$ cat config.mk
export PLATFORM = sky130hd
export DESIGN_NAME = ups_rst_seq
export DESIGN_NICKNAME = d
export VERILOG_FILES = /design/src/rtl/ups_rst_pkg.sv /design/src/rtl/ups_rst_seq.sv
export SDC_FILE = /design/constraint.sdc
export NUM_CORES = 1
export LEC_CHECK = 0
export ABC_AREA = 1
export BUFFER_PORTS_ARGS = -buffer_cell sky130_fd_sc_hd__buf_2
export CAP_MARGIN = 20
export CORE_ASPECT_RATIO = 2
export CORE_UTILIZATION = 35
export CTS_CLUSTER_DIAMETER = 150
export CTS_CLUSTER_SIZE = 8
export DETAILED_ROUTE_END_ITERATION = 7
export PLACE_DENSITY = 0.54
export SYNTH_ARGS = -nofsm -noshare
export SYNTH_HDL_FRONTEND = slang
export SYNTH_SLANG_ARGS = --single-unit
$ cat constraint.sdc
create_clock -name clk -period 1.95 [get_ports clk]
set_clock_uncertainty 0.1 [all_clocks]
set_input_delay 0.39 -clock clk [delete_from_list [all_inputs] [get_ports clk]]
set_output_delay 0.39 -clock clk [all_outputs]
set_load 0.05 [all_outputs]
$ cat src/rtl/ups_rst_pkg.sv
// Shared types and helpers for the UPS reset sequencer.
// Latency: n/a (types and constant functions only).
// Backpressure: n/a.
package ups_rst_pkg;

  typedef enum logic [2:0] {
    HOLD,
    WAIT,
    DELAY,
    RUN,
    FAULT
  } rst_seq_state_t;

  // Width of the one shared down-stream counter. It must hold the largest
  // terminal count (max - 1). The result is floored at 1 bit so that a
  // degenerate all-ones parameter set still gives a legal vector.
  function automatic int cnt_width(input int hold_cyc, input int step_cyc,
                                   input int timeout_cyc);
    int m;
    m = hold_cyc;
    if (step_cyc > m) m = step_cyc;
    if (timeout_cyc > m) m = timeout_cyc;
    return (m > 1) ? $clog2(m) : 1;
  endfunction

endpackage

$ cat src/rtl/ups_rst_seq.sv
// Sequenced release of N reset domains after POR / soft reset.
// Latency: stage i releases HOLD_CYC + (i+1)*(STEP_CYC+1) edges after reset drops.
// Backpressure: none; each stage waits on its own ready, and a timeout gives a sticky fault.
//
// Ports:
//   clk          system clock
//   rst          synchronous active-high reset (from inverted por_n)
//   sw_rst_req   single-cycle soft restart request
//   stage_ready  per-stage ready, already synchronous to clk
//   stage_rst    per-stage active-high reset, registered
//   seq_done     all stages released, registered
//   seq_fault    sticky timeout fault, registered
//   fault_stage  index of the stage that timed out, registered
module ups_rst_seq
  import ups_rst_pkg::*;
#(
  parameter int N_STAGES    = 3,
  parameter int HOLD_CYC    = 16,
  parameter int STEP_CYC    = 8,
  parameter int TIMEOUT_CYC = 1024,
  localparam int IDX_W      = (N_STAGES > 1) ? $clog2(N_STAGES) : 1
) (
  input  logic                clk,
  input  logic                rst,
  input  logic                sw_rst_req,
  input  logic [N_STAGES-1:0] stage_ready,
  output logic [N_STAGES-1:0] stage_rst,
  output logic                seq_done,
  output logic                seq_fault,
  output logic [IDX_W-1:0]    fault_stage
);

  localparam int CNT_W = cnt_width(HOLD_CYC, STEP_CYC, TIMEOUT_CYC);

  localparam logic [CNT_W-1:0] HOLD_LAST = CNT_W'(HOLD_CYC - 1);
  localparam logic [CNT_W-1:0] STEP_LAST = CNT_W'(STEP_CYC - 1);
  localparam logic [CNT_W-1:0] TO_LAST   = CNT_W'(TIMEOUT_CYC - 1);
  localparam logic [IDX_W-1:0] IDX_LAST  = IDX_W'(N_STAGES - 1);

  rst_seq_state_t   state;
  logic [CNT_W-1:0] cnt;
  logic [IDX_W-1:0] idx;

  always_ff @(posedge clk) begin
    if (rst || sw_rst_req) begin
      // A soft request is a full restart: it also clears the sticky fault.
      state       <= HOLD;
      cnt         <= '0;
      idx         <= '0;
      stage_rst   <= '1;
      seq_done    <= 1'b0;
      seq_fault   <= 1'b0;
      fault_stage <= '0;
    end else begin
      case (state)
        HOLD: begin
          stage_rst <= '1;
          seq_done  <= 1'b0;
          if (cnt == HOLD_LAST) begin
            state <= WAIT;
            cnt   <= '0;
            idx   <= '0;
          end else begin
            cnt <= cnt + CNT_W'(1);
          end
        end

        WAIT: begin
          if (stage_ready[idx]) begin
            state <= DELAY;
            cnt   <= '0;
          end else if (cnt == TO_LAST) begin
            // Re-assert everything already released so downstream never
            // runs with a partially sequenced supply set.
            state       <= FAULT;
            stage_rst   <= '1;
            seq_fault   <= 1'b1;
            fault_stage <= idx;
          end else begin
            cnt <= cnt + CNT_W'(1);
          end
        end

        DELAY: begin
          if (!stage_ready[idx]) begin
            // Ready bounced during settle: start over, including the timeout.
            state <= WAIT;
            cnt   <= '0;
          end else if (cnt == STEP_LAST) begin
            stage_rst[idx] <= 1'b0;
            if (idx == IDX_LAST) begin
              state    <= RUN;
              seq_done <= 1'b1;
            end else begin
              idx   <= idx + IDX_W'(1);
              state <= WAIT;
              cnt   <= '0;
            end
          end else begin
            cnt <= cnt + CNT_W'(1);
          end
        end

        RUN: begin
          // Any lost ready means a supply/clock went away: resequence from scratch.
          if (!(&stage_ready)) begin
            state     <= HOLD;
            cnt       <= '0;
            idx       <= '0;
            stage_rst <= '1;
            seq_done  <= 1'b0;
          end
        end

        FAULT: begin
          stage_rst <= '1;
          seq_done  <= 1'b0;
        end

        default: begin
          state     <= HOLD;
          cnt       <= '0;
          idx       <= '0;
          stage_rst <= '1;
          seq_done  <= 1'b0;
        end
      endcase
    end
  end

endmodule
* Word-level counts from Yosys, hierarchy flattened
Index checks and enable logic that the tools add are counted.
** Storage, ports and cells
- Register bits :: 22
- Bits of input ports :: 6
- Output and inout bits :: 7
- Logic and storage cells :: 85
** Cells by class
- Add/subtract/negate cells :: 2
- Magnitude comparators :: 2
- Eq/ne operators :: 20
- Multiplexer cells :: 37
- Bitwise gates (word level) :: 6
- Reductions and logical operators :: 11
** Operator list (count)
- 10-bit two-way mux :: 7
- 10-bit case mux with 5 select lines :: 1
- 3-bit two-way mux :: 11
- 2-bit inequality test (second input constant) :: 8
- 3-bit case mux with 5 select lines :: 1
- 5-bit AND reduction :: 3
- 2-bit two-way mux :: 6
- 10-bit by 1-bit adder with 10-bit output (second input constant) :: 1
- 10-bit equality test (second input constant) :: 1
- 10-bit by 3-bit equality test with 1-bit output (second input constant) :: 1
- 10-bit by 4-bit equality test with 1-bit output (second input constant) :: 1
- 3-bit inequality test (second input constant) :: 3
- 3-bit case mux with 3 select lines :: 1
- 2-bit case mux with 4 select lines :: 1
- 3-bit by 2-bit equality test with 1-bit output (second input constant) :: 2
- 1-bit two-way mux :: 6
- 3-bit AND reduction :: 2
- 6-bit AND reduction :: 1
- 4-bit inequality test (second input constant) :: 1
- 1-bit inverter :: 4
- 4-bit AND reduction :: 1
- 3-bit AND :: 1
- 3-bit by 1-bit equality test with 1-bit output (second input constant) :: 1
- 3-bit equality test (second input constant) :: 1
- other kinds (12) :: 12

* Longest topological paths before layout
Gate-level depths: netlist of the first run.
- Word-level depth :: 9
- Depth in mapped cells :: 11
- Depth with buffers taken out :: 11

* Least setup slack after synthesis of the first run
Ideal clock, no wire load.
- Path type :: flip-flop to flip-flop
- Start point :: reg cnt[0]
- End point :: reg idx[1]
- Library setup time :: 0.128 ns
- Arrival time :: 1.376 ns
- Required time :: 1.722 ns
- Path slack :: 0.346 ns
- Stages on the path, launching flop included :: 11
- Buffers on the path :: 0
- Period minus slack after synthesis :: 1.604 ns
- Cell sequence :: dfxtp_1 -> ha_1 -> nand2_1 -> nor2_2 -> nand4_1 -> nand2_1 -> nand3_1 -> nor2_2 -> nand2_1 -> o21ai_1 -> nor2_1
** On the way
- Cells in the longest elaborated chain, start to end :: 3
- Elaborated cells between the ends (all ways) :: 5
- Classes of those cells :: 4 x eq/ne; 1 x reduce/logical
** RTL lines
- start: declaration :: line ups_rst_seq.sv:41 : logic [CNT_W-1:0] cnt;
- start signal: assignment :: line ups_rst_seq.sv:64 : cnt <= cnt + CNT_W'(1);
- start signal: assignment :: line ups_rst_seq.sv:80 : cnt <= cnt + CNT_W'(1);
- start signal: assignment :: line ups_rst_seq.sv:100 : cnt <= cnt + CNT_W'(1);
- 10-bit by 4-bit equality test with 1-bit output or 10-bit by 3-bit equality test with 1-bit output (tied branches) :: line ups_rst_seq.sv:59, ups_rst_seq.sv:89
- 2-bit inequality test (no source line)
- 6-bit AND reduction (no source line) *
- end signal: assignment :: line ups_rst_seq.sv:95 : idx <= idx + IDX_W'(1);
- end: declaration :: line ups_rst_seq.sv:42 : logic [IDX_W-1:0] idx;
Every way passes the cells marked *; elsewhere a longest branch is shown, timed or not.
A chain may end at the register's enable or synchronous reset.

* Worst setup path in the final report of the first run
- Start point :: reg idx[0]
- End point :: reg cnt[0]
** On the way
- Cells in the longest elaborated chain, start to end :: 4
- Elaborated cells between the ends (all ways) :: 9
- Classes of those cells :: 3 x eq/ne; 5 x mux; 1 x reduce/logical
** RTL lines (line)
- 1-bit binary-select mux with 2-bit select :: ups_rst_seq.sv:69, ups_rst_seq.sv:85
- 1-bit two-way mux (not written as such) :: ups_rst_seq.sv:69, ups_rst_seq.sv:85
- 4-bit inequality test (no source line) (tied with other cells)
- 4-bit AND reduction (no source line) or 10-bit case mux with 5 select lines (tied branches)
Several ways; a longest one is shown, not always the timed one. The select of a mux whose other input is x is not followed.

==> results of run 1 <==
repair_timing:
| item | CTS | global route |
|---|---|---|
| endpoints found under the setup margin | 0 | 9 |
| buffers inserted | 0 | 1 |
| endpoints found under the hold margin | 0 | 0 |
| hold buffers | 0 | 0 |
| gates resized for setup | 0 | 5 |
logic make-up after synthesis:
logic type / after synthesis
compound gates: 22
xor+xnor: 2
fa+ha+maj: 4
buf+inv: 31
flops: 22
simple gates: 174
flip-flops by register name (all words and copies together) (netlist names):
register / count
idx: 2
fault_stage: 2
seq_fault: 1
cnt: 10
stage_rst: 3
seq_done: 1
state: 3
layer usage:
metal | wire, µm | global-route usage, % | share of wire (%)
met1 | 1640 | 20.0 | 35
met4 | 278 | 17.1 | 6.0
met2 | 2630 | 40.0 | 57
met3 | 97 | 1.71 | 2.1
met5 | 0 | 0 | 0
layout make-up:
| cell class | count | area (µm²) | share of cell area, % |
|---|---|---|---|
| inverter | 26 | 97.6 | 5.25 |
| tap | 54 | 67.6 | 3.64 |
| sequential | 22 | 443 | 23.8 |
| multi-input combinational | 202 | 1050 | 56.6 |
| timing repair buffer | 23 | 143 | 7.68 |
| clock buffer | 4 | 55.1 | 2.96 |
cell usage after synthesis, types with 4 or more instances:
library cell	instances	area [µm²]
sky130_fd_sc_hd__inv_1	19	71.3
sky130_fd_sc_hd__nand4_1	16	100
sky130_fd_sc_hd__nor2_1	34	128
sky130_fd_sc_hd__nand2_1	78	293
sky130_fd_sc_hd__o21ai_0	4	20.0
sky130_fd_sc_hd__inv_2	6	22.5
sky130_fd_sc_hd__nand3_1	25	125
sky130_fd_sc_hd__nor2_2	6	37.5
sky130_fd_sc_hd__a21oi_1	13	65.1
sky130_fd_sc_hd__ha_1	4	50.1
sky130_fd_sc_hd__dfxtp_1	22	440
critical path, cell delays in order (launching register included):
cell and delay, ps:
sky130_fd_sc_hd__dfxtp_1 400, sky130_fd_sc_hd__inv_2 100, sky130_fd_sc_hd__ha_1 240, sky130_fd_sc_hd__inv_1 70
sky130_fd_sc_hd__nor2_2 70, sky130_fd_sc_hd__nand3_4 150, sky130_fd_sc_hd__nand2_1 80, sky130_fd_sc_hd__nor2_2 270
sky130_fd_sc_hd__nand2_1 100, sky130_fd_sc_hd__nand2_1 70, sky130_fd_sc_hd__nor2_1 40
where the power goes:
part | switching, mW | total [mW] | leakage (nW) | internal (mW)
Sequential | 0.00231 | 0.454 | 0.178 | 0.451
Clock | 0.167 | 0.348 | 0.0288 | 0.181
Combinational | 0.0292 | 0.0459 | 0.625 | 0.0166
Total | 0.199 | 0.847 | 0.832 | 0.649
worst max-delay path by stage:
stage	from	to	slack, ps	cells past startpoint
2_1_floorplan	cnt[0]	idx[1]	350	10
3_3_place_gp	stage_ready[1]	cnt[0]	150	12
3_5_place_dp	stage_ready[1]	cnt[0]	140	12
4_1_cts	cnt[1]	idx[1]	140	10
5_1_grt	cnt[1]	idx[1]	8	10
6_report	idx[0]	cnt[0]	150	10
metrics by stage:
| stage | utilization (%) | std cells | power [mW] | area, µm² |
|---|---|---|---|---|
| after global routing | 42.4 | 331 | 0.885 | 1860 |
| after global placement | 40.6 | 326 | 0.510 | 1780 |
| after CTS | 41.9 | 330 | 0.859 | 1840 |
| final | 42.4 | 331 | 0.847 | 1860 |
| after detailed placement | 40.6 | 326 | 0.510 | 1780 |
| after floorplan | - | 255 | 0.490 | 1610 |
==> results.md, run 1 <==
| Stage | Result | This run |
|---|---|---|
| layout | Area added between synthesis and finish | 15.7% |
| drt | Pre-antenna DRT Iters | 4 |
| run | Maximum capacitance violations | 0 |
| cts | CTS tree | built |
| cts | CTS H-Tree Depth | 1 |
| global route | Total global routing overflow | 0 |
| die | Die Y | 97.8 µm |
| sta | Worst slew margin | 69.5% |
| die | Site Rows | 34 |
| synth | Syn Inst Count | 255 |
| placement | Number of buffer cells added on primary ports | 12 |
| synth | Synthesized cell area | 1610 µm² |
| worst hold path | Min-Delay Startpoint | stage_rst[0] |
| drt | Vias per cell | 5.08 |
| cts | Sinks on Clock Net | 22 |
| sta | Top achievable clock speed | 0.556 GHz |
| placement | Post-Place Worst Slack | 141 ps |
| worst hold path | End of the worst hold path | stage_rst[0] |
| setup path | Worst Path Required | 2010 ps |
| sta | Final slew viol count | 0 |
| layout | Most common cell after layout, fill and taps aside | sky130_fd_sc_hd__nand2_1 |
| setup path | Critical path fanouts, max | 6 |
| sta | # setup viols final | 0 |
| global route | Pin count of the biggest net entering global routing | 13 |
| die | I/O pins | 13 |
| synth | Count of different cell masters after synthesis | 28 |
| global route | Number of antenna violations at the first check in global routing | 0 |
| sta | Worst-Margin Slew | 457 ps |
| drt | Number of nets still failing antenna checks after routing | 0 |
| setup path | Worst Reg-to-Reg Cells | 10 |
| synth | Number of warnings printed during yosys synthesis | 0 |
| synth | Synthesized Nets | 265 |
| sta | Worst Hold Margin | 348 ps |
| synth | Sequential cell area fraction in the yosys report | 27.4% |
| setup path | CP Data Arrival Time | 1860 ps |
| synth | Mux contribution to synthesized area | 0% |
| outcome | Outcome | finished clean |
| synth | Combinational family with the most area after synthesis | simple AND/OR/NAND/NOR gates |
| drt | Detailed-route wire length per cell | 14.0 µm |
| die | Die Span X | 49.9 µm |
| layout | Number of nets at the end of the flow | 288 |
| layout | Top library cells by usage in the layout, fill and taps aside | sky130_fd_sc_hd__nand2_1, sky130_fd_sc_hd__nor2_1, sky130_fd_sc_hd__nand3_1 |
| drt | Total Wirelength | 4.65 mm |
| die | Starting density of the core | 36.7% |
| synth | EDFF count, synth | 0 |
| synth | Compound-gate portion of the synthesized area | 7.24% |
| sta | Final Worst Setup Slack | 151 ps |
| setup path | Setup slack of the worst register-to-register path | 150 ps |
| layout | Layout cells sized above 1 | 20.6% |
| drt | Routed via count | 1683 |
| setup path | Critical path class | flip-flop to flip-flop |
| sta | Share of the clock period used by the worst path after layout | 92.2% |
| cts | Worst-Skew Late Latency | 270 ps |
| synth | Avg Synthesized Cell Area | 6.30 µm² |
| worst hold path | Worst hold-check path type | flip-flop to flip-flop |
| synth | Flip-flop and latch count after synthesis | 22 |
| drt | Drc violations | 0 |
| global route | Global-route wire length before repair | 7.72 mm |
| setup path | Startpoint Class | flip-flop |
| sta | Final Hold Vio Count | 0 |
| sta | Minimum period implied by the final worst setup slack | 1800 ps |
| synth | FFs w/ async S/R, synth | 0% |
| cts | Clock root buffer | sky130_fd_sc_hd__clkbuf_8 |
| drt | First DRT Iteration DRCs | 39 |
| layout | Filler instances | 485 |
| placement | Final HPWL DP | 3.74 mm |
| synth | Post-synthesis adder-cell area fraction | 3.12% |
| power and ir drop | Pwr/cell area | 456 nW/µm² |
| setup path | Start of the worst register-to-register path | idx[0] |
| cts | Clock edge transition at the registers on the reported setup and hold paths | 80 ps |
| synth | Parity-gate share of the synthesized area counting xor and xnor cells | 1.09% |
| die | Total die area | 4880 µm² |
| sta | Final setup TNS | 0 ps |
| global route | Vias in the first global route | 1646 |
| layout | Number of antenna cells inserted | 0 |
| sta | RSZ-0062 raised after global routing | no |
| cts | Max Root-Sink Buffers | 2 |
| placement | Final weighted congestion of routability-driven global placement | 0.868 |
| setup path | Capturing point of the worst reg2reg path | cnt[0] |
| power and ir drop | Static leakage power | 0.832 nW |
| synth | Simple-gate share of the synthesized area | 53.3% |
| power and ir drop | Worst IR drop on VDD | 0.300 mV |
| global route | Global-route total usage across every layer | 21.4% |
| setup path | Endpoint class of the critical path | flip-flop |
| worst hold path | Number of cells traversed by the worst hold path | 2 |
| cts | Number of buffers inserted during clock tree synthesis | 3 |
| die | Core area | 4380 µm² |
| synth | Most instantiated flip-flop cell in the synthesis netlist | sky130_fd_sc_hd__dfxtp_1 |
Note: power is estimated with default switching activity, not from simulation.
==> inputs of run 2 (changes only) <==
BUFFER_PORTS_ARGS = default   (was -buffer_cell sky130_fd_sc_hd__buf_2)
DONT_BUFFER_PORTS = 1   (was default)
PLACE_DENSITY = 0.52   (was 0.54)
==> results.md, run 2 (synthesized netlist as in run 1, its figures left out) <==
| Stage | Result | This run |
|---|---|---|
| drt | Detailed-route wire length per cell | 14.9 µm |
| setup path | CP Data Arrival Time | 1810 ps |
| die | Starting density of the core | 36.7% |
| setup path | Max stage delay on crit path | 360 ps |
| layout | Number of nets at the end of the flow | 278 |
| drt | Drc violations | 0 |
| drt | First DRT Iteration DRCs | 35 |
| placement | Number of buffer cells added on primary ports | 0 |
| worst hold path | Worst hold-check path type | input port to flip-flop |
| setup path | Cell type of the slowest stage on the worst timing path | sky130_fd_sc_hd__dfxtp_2 |
| global route | Vias in the first global route | 1656 |
| cts | Max Root-Sink Buffers | 2 |
| sta | # setup viols final | 0 |
| outcome | Outcome | finished clean |
| power and ir drop | Total power consumption of the routed design | 0.834 mW |
| cts | Number of buffers inserted during clock tree synthesis | 3 |
| setup path | Setup slack of the worst register-to-register path | 200 ps |
| global route | Global-route wire length before repair | 7.80 mm |
| layout | Layout cells sized above 1 | 18.0% |
| setup path | Critical path fanouts, max | 4 |
| sta | Final Hold Vio Count | 0 |
| cts | CTS tree | built |
| run | Maximum capacitance violations | 0 |
| setup path | Worst Path Required | 2010 ps |
| cts | Worst-Skew Late Latency | 270 ps |
| cts | Sinks on Clock Net | 22 |
| placement | Final HPWL DP | 3.84 mm |
| layout | Flip-flop count of the largest register after layout | 10 |
| drt | Pre-antenna DRT Iters | 4 |
| sta | Worst slew margin | 60.6% |
| setup path | Startpoint Class | flip-flop |
| global route | Number of antenna violations at the first check in global routing | 0 |
| sta | Minimum period implied by the final worst setup slack | 1750 ps |
| layout | Registers with the highest flip-flop counts | cnt x10, stage_rst x3, state x3 |
| sta | Final slew viol count | 0 |
| die | Site Rows | 34 |
| cts | Clock root buffer | sky130_fd_sc_hd__clkbuf_8 |
| setup path | Cell breakdown of the critical path | ha_2, nand2_1, nor2_2, nand4_1, nand3_1, nand3_1, o21ai_2, nor2_1 |
| power and ir drop | Worst IR drop on VDD | 0.328 mV |
| setup path | Endpoint class of the critical path | flip-flop |
| cts | CTS H-Tree Depth | 1 |
| sta | Final setup TNS | 0 ps |
| setup path | Library cell appearing most often on the critical path | sky130_fd_sc_hd__nand3_1 |
| layout | Area added between synthesis and finish | 12.7% |
| die | Die Y | 97.8 µm |
| global route | Total global routing overflow | 0 |
| layout | Filler instances | 489 |
| cts | Clock edge transition at the registers on the reported setup and hold paths | 80 ps |
| die | Total die area | 4880 µm² |
| layout | Top reg by flops | cnt |
| sta | Top achievable clock speed | 0.570 GHz |
| global route | Pin count of the biggest net entering global routing | 13 |
| die | I/O pins | 13 |
| drt | Vias per cell | 5.16 |
| power and ir drop | Static leakage power | 0.796 nW |
| die | Core area | 4380 µm² |
| sta | Worst Hold Margin | 330 ps |
| setup path | Critical path class | flip-flop to flip-flop |
| drt | Routed via count | 1655 |
| placement | Final weighted congestion of routability-driven global placement | 0.884 |
| sta | Worst-Margin Slew | 590 ps |
| layout | Number of antenna cells inserted | 0 |
| sta | Share of the clock period used by the worst path after layout | 89.9% |
| power and ir drop | Pwr/cell area | 461 nW/µm² |
| layout | Top library cells by usage in the layout, fill and taps aside | sky130_fd_sc_hd__nand2_1, sky130_fd_sc_hd__nor2_1, sky130_fd_sc_hd__nand3_1 |
| die | Die Span X | 49.9 µm |
| global route | Global-route total usage across every layer | 21.4% |
| drt | Total Wirelength | 4.80 mm |
| layout | Most common cell after layout, fill and taps aside | sky130_fd_sc_hd__nand2_1 |
| drt | Number of nets still failing antenna checks after routing | 0 |
| sta | RSZ-0062 raised after global routing | no |
-- run 2: changes by cell type in the layout (fill, tap and decap cells not counted) --
| cell | change |
|---|---|
| sky130_fd_sc_hd__buf_2 | -12 |
| sky130_fd_sc_hd__buf_4 | +2 |
| sky130_fd_sc_hd__nand2_1 | -1 |
| sky130_fd_sc_hd__nand2_2 | +1 |
| sky130_fd_sc_hd__nor2_2 | +1 |
| sky130_fd_sc_hd__nor2_4 | -1 |
-- run 2: metrics by stage --
stage / worst slack [ps] / area (µm²) / std cells / util [%]
5_1_grt: 38.4 / 1810 / 321 / 41.3
4_1_cts: 94.1 / 1790 / 320 / 40.9
6_report: 197 / 1810 / 321 / 41.3
3_5_place_dp: 115 / 1740 / 316 / 39.6
2_1_floorplan: 346 / 1610 / 255 / -
3_3_place_gp: 130 / 1740 / 316 / 39.6
-- run 2: area by class of cell --
cell class,instances,area [µm²],area share (%)
clock buffers,4,55.1,3.04
flip-flops and latches,22,443,24.5
well taps,54,67.6,3.73
inverters,26,97.6,5.39
repair buffers,13,97.6,5.39
multi-input cells,202,1050,58.0
-- run 2: path summary, 6_finish.rpt --
kind              startpoint  cells past startpoint     end
setup reg to reg      cnt[0]                      8  cnt[0]
hold / removal           rst                      4  idx[0]
setup / recovery      cnt[0]                      8  cnt[0]
hold reg to reg       cnt[1]                      2  cnt[1]
-- run 2: timing repair --
item	in CTS	in global routing
setup endpoints to repair	0	9
hold buffers	0	0
gates resized for setup	0	5
buffers inserted	0	1
-- run 2: critical path, delay by kind of cell (launching register included) --
kind / cells / cell delay [ps]
AO/OA/AOI/OAI: 1 / 240
adder cells (fa/ha/maj): 1 / 220
flip-flops: 1 / 360
AND/OR/NAND/NOR: 6 / 730
-- run 2: where the power goes --
group	total, mW	internal [mW]	switching (mW)	leakage, nW
Combinational	0.0409	0.0132	0.0277	0.589
Sequential	0.454	0.451	0.00227	0.178
Clock	0.339	0.180	0.159	0.0288
Total	0.834	0.645	0.189	0.796
-- run 2: routing by layer --
layer	GRT usage, %	share of wire [%]	vias to the layer above
met1	18.8	35	753
met4	12.1	4.6	0
met2	43.1	58	30
li1	-	-	855
met3	2.96	2.5	17
met5	0	0	-
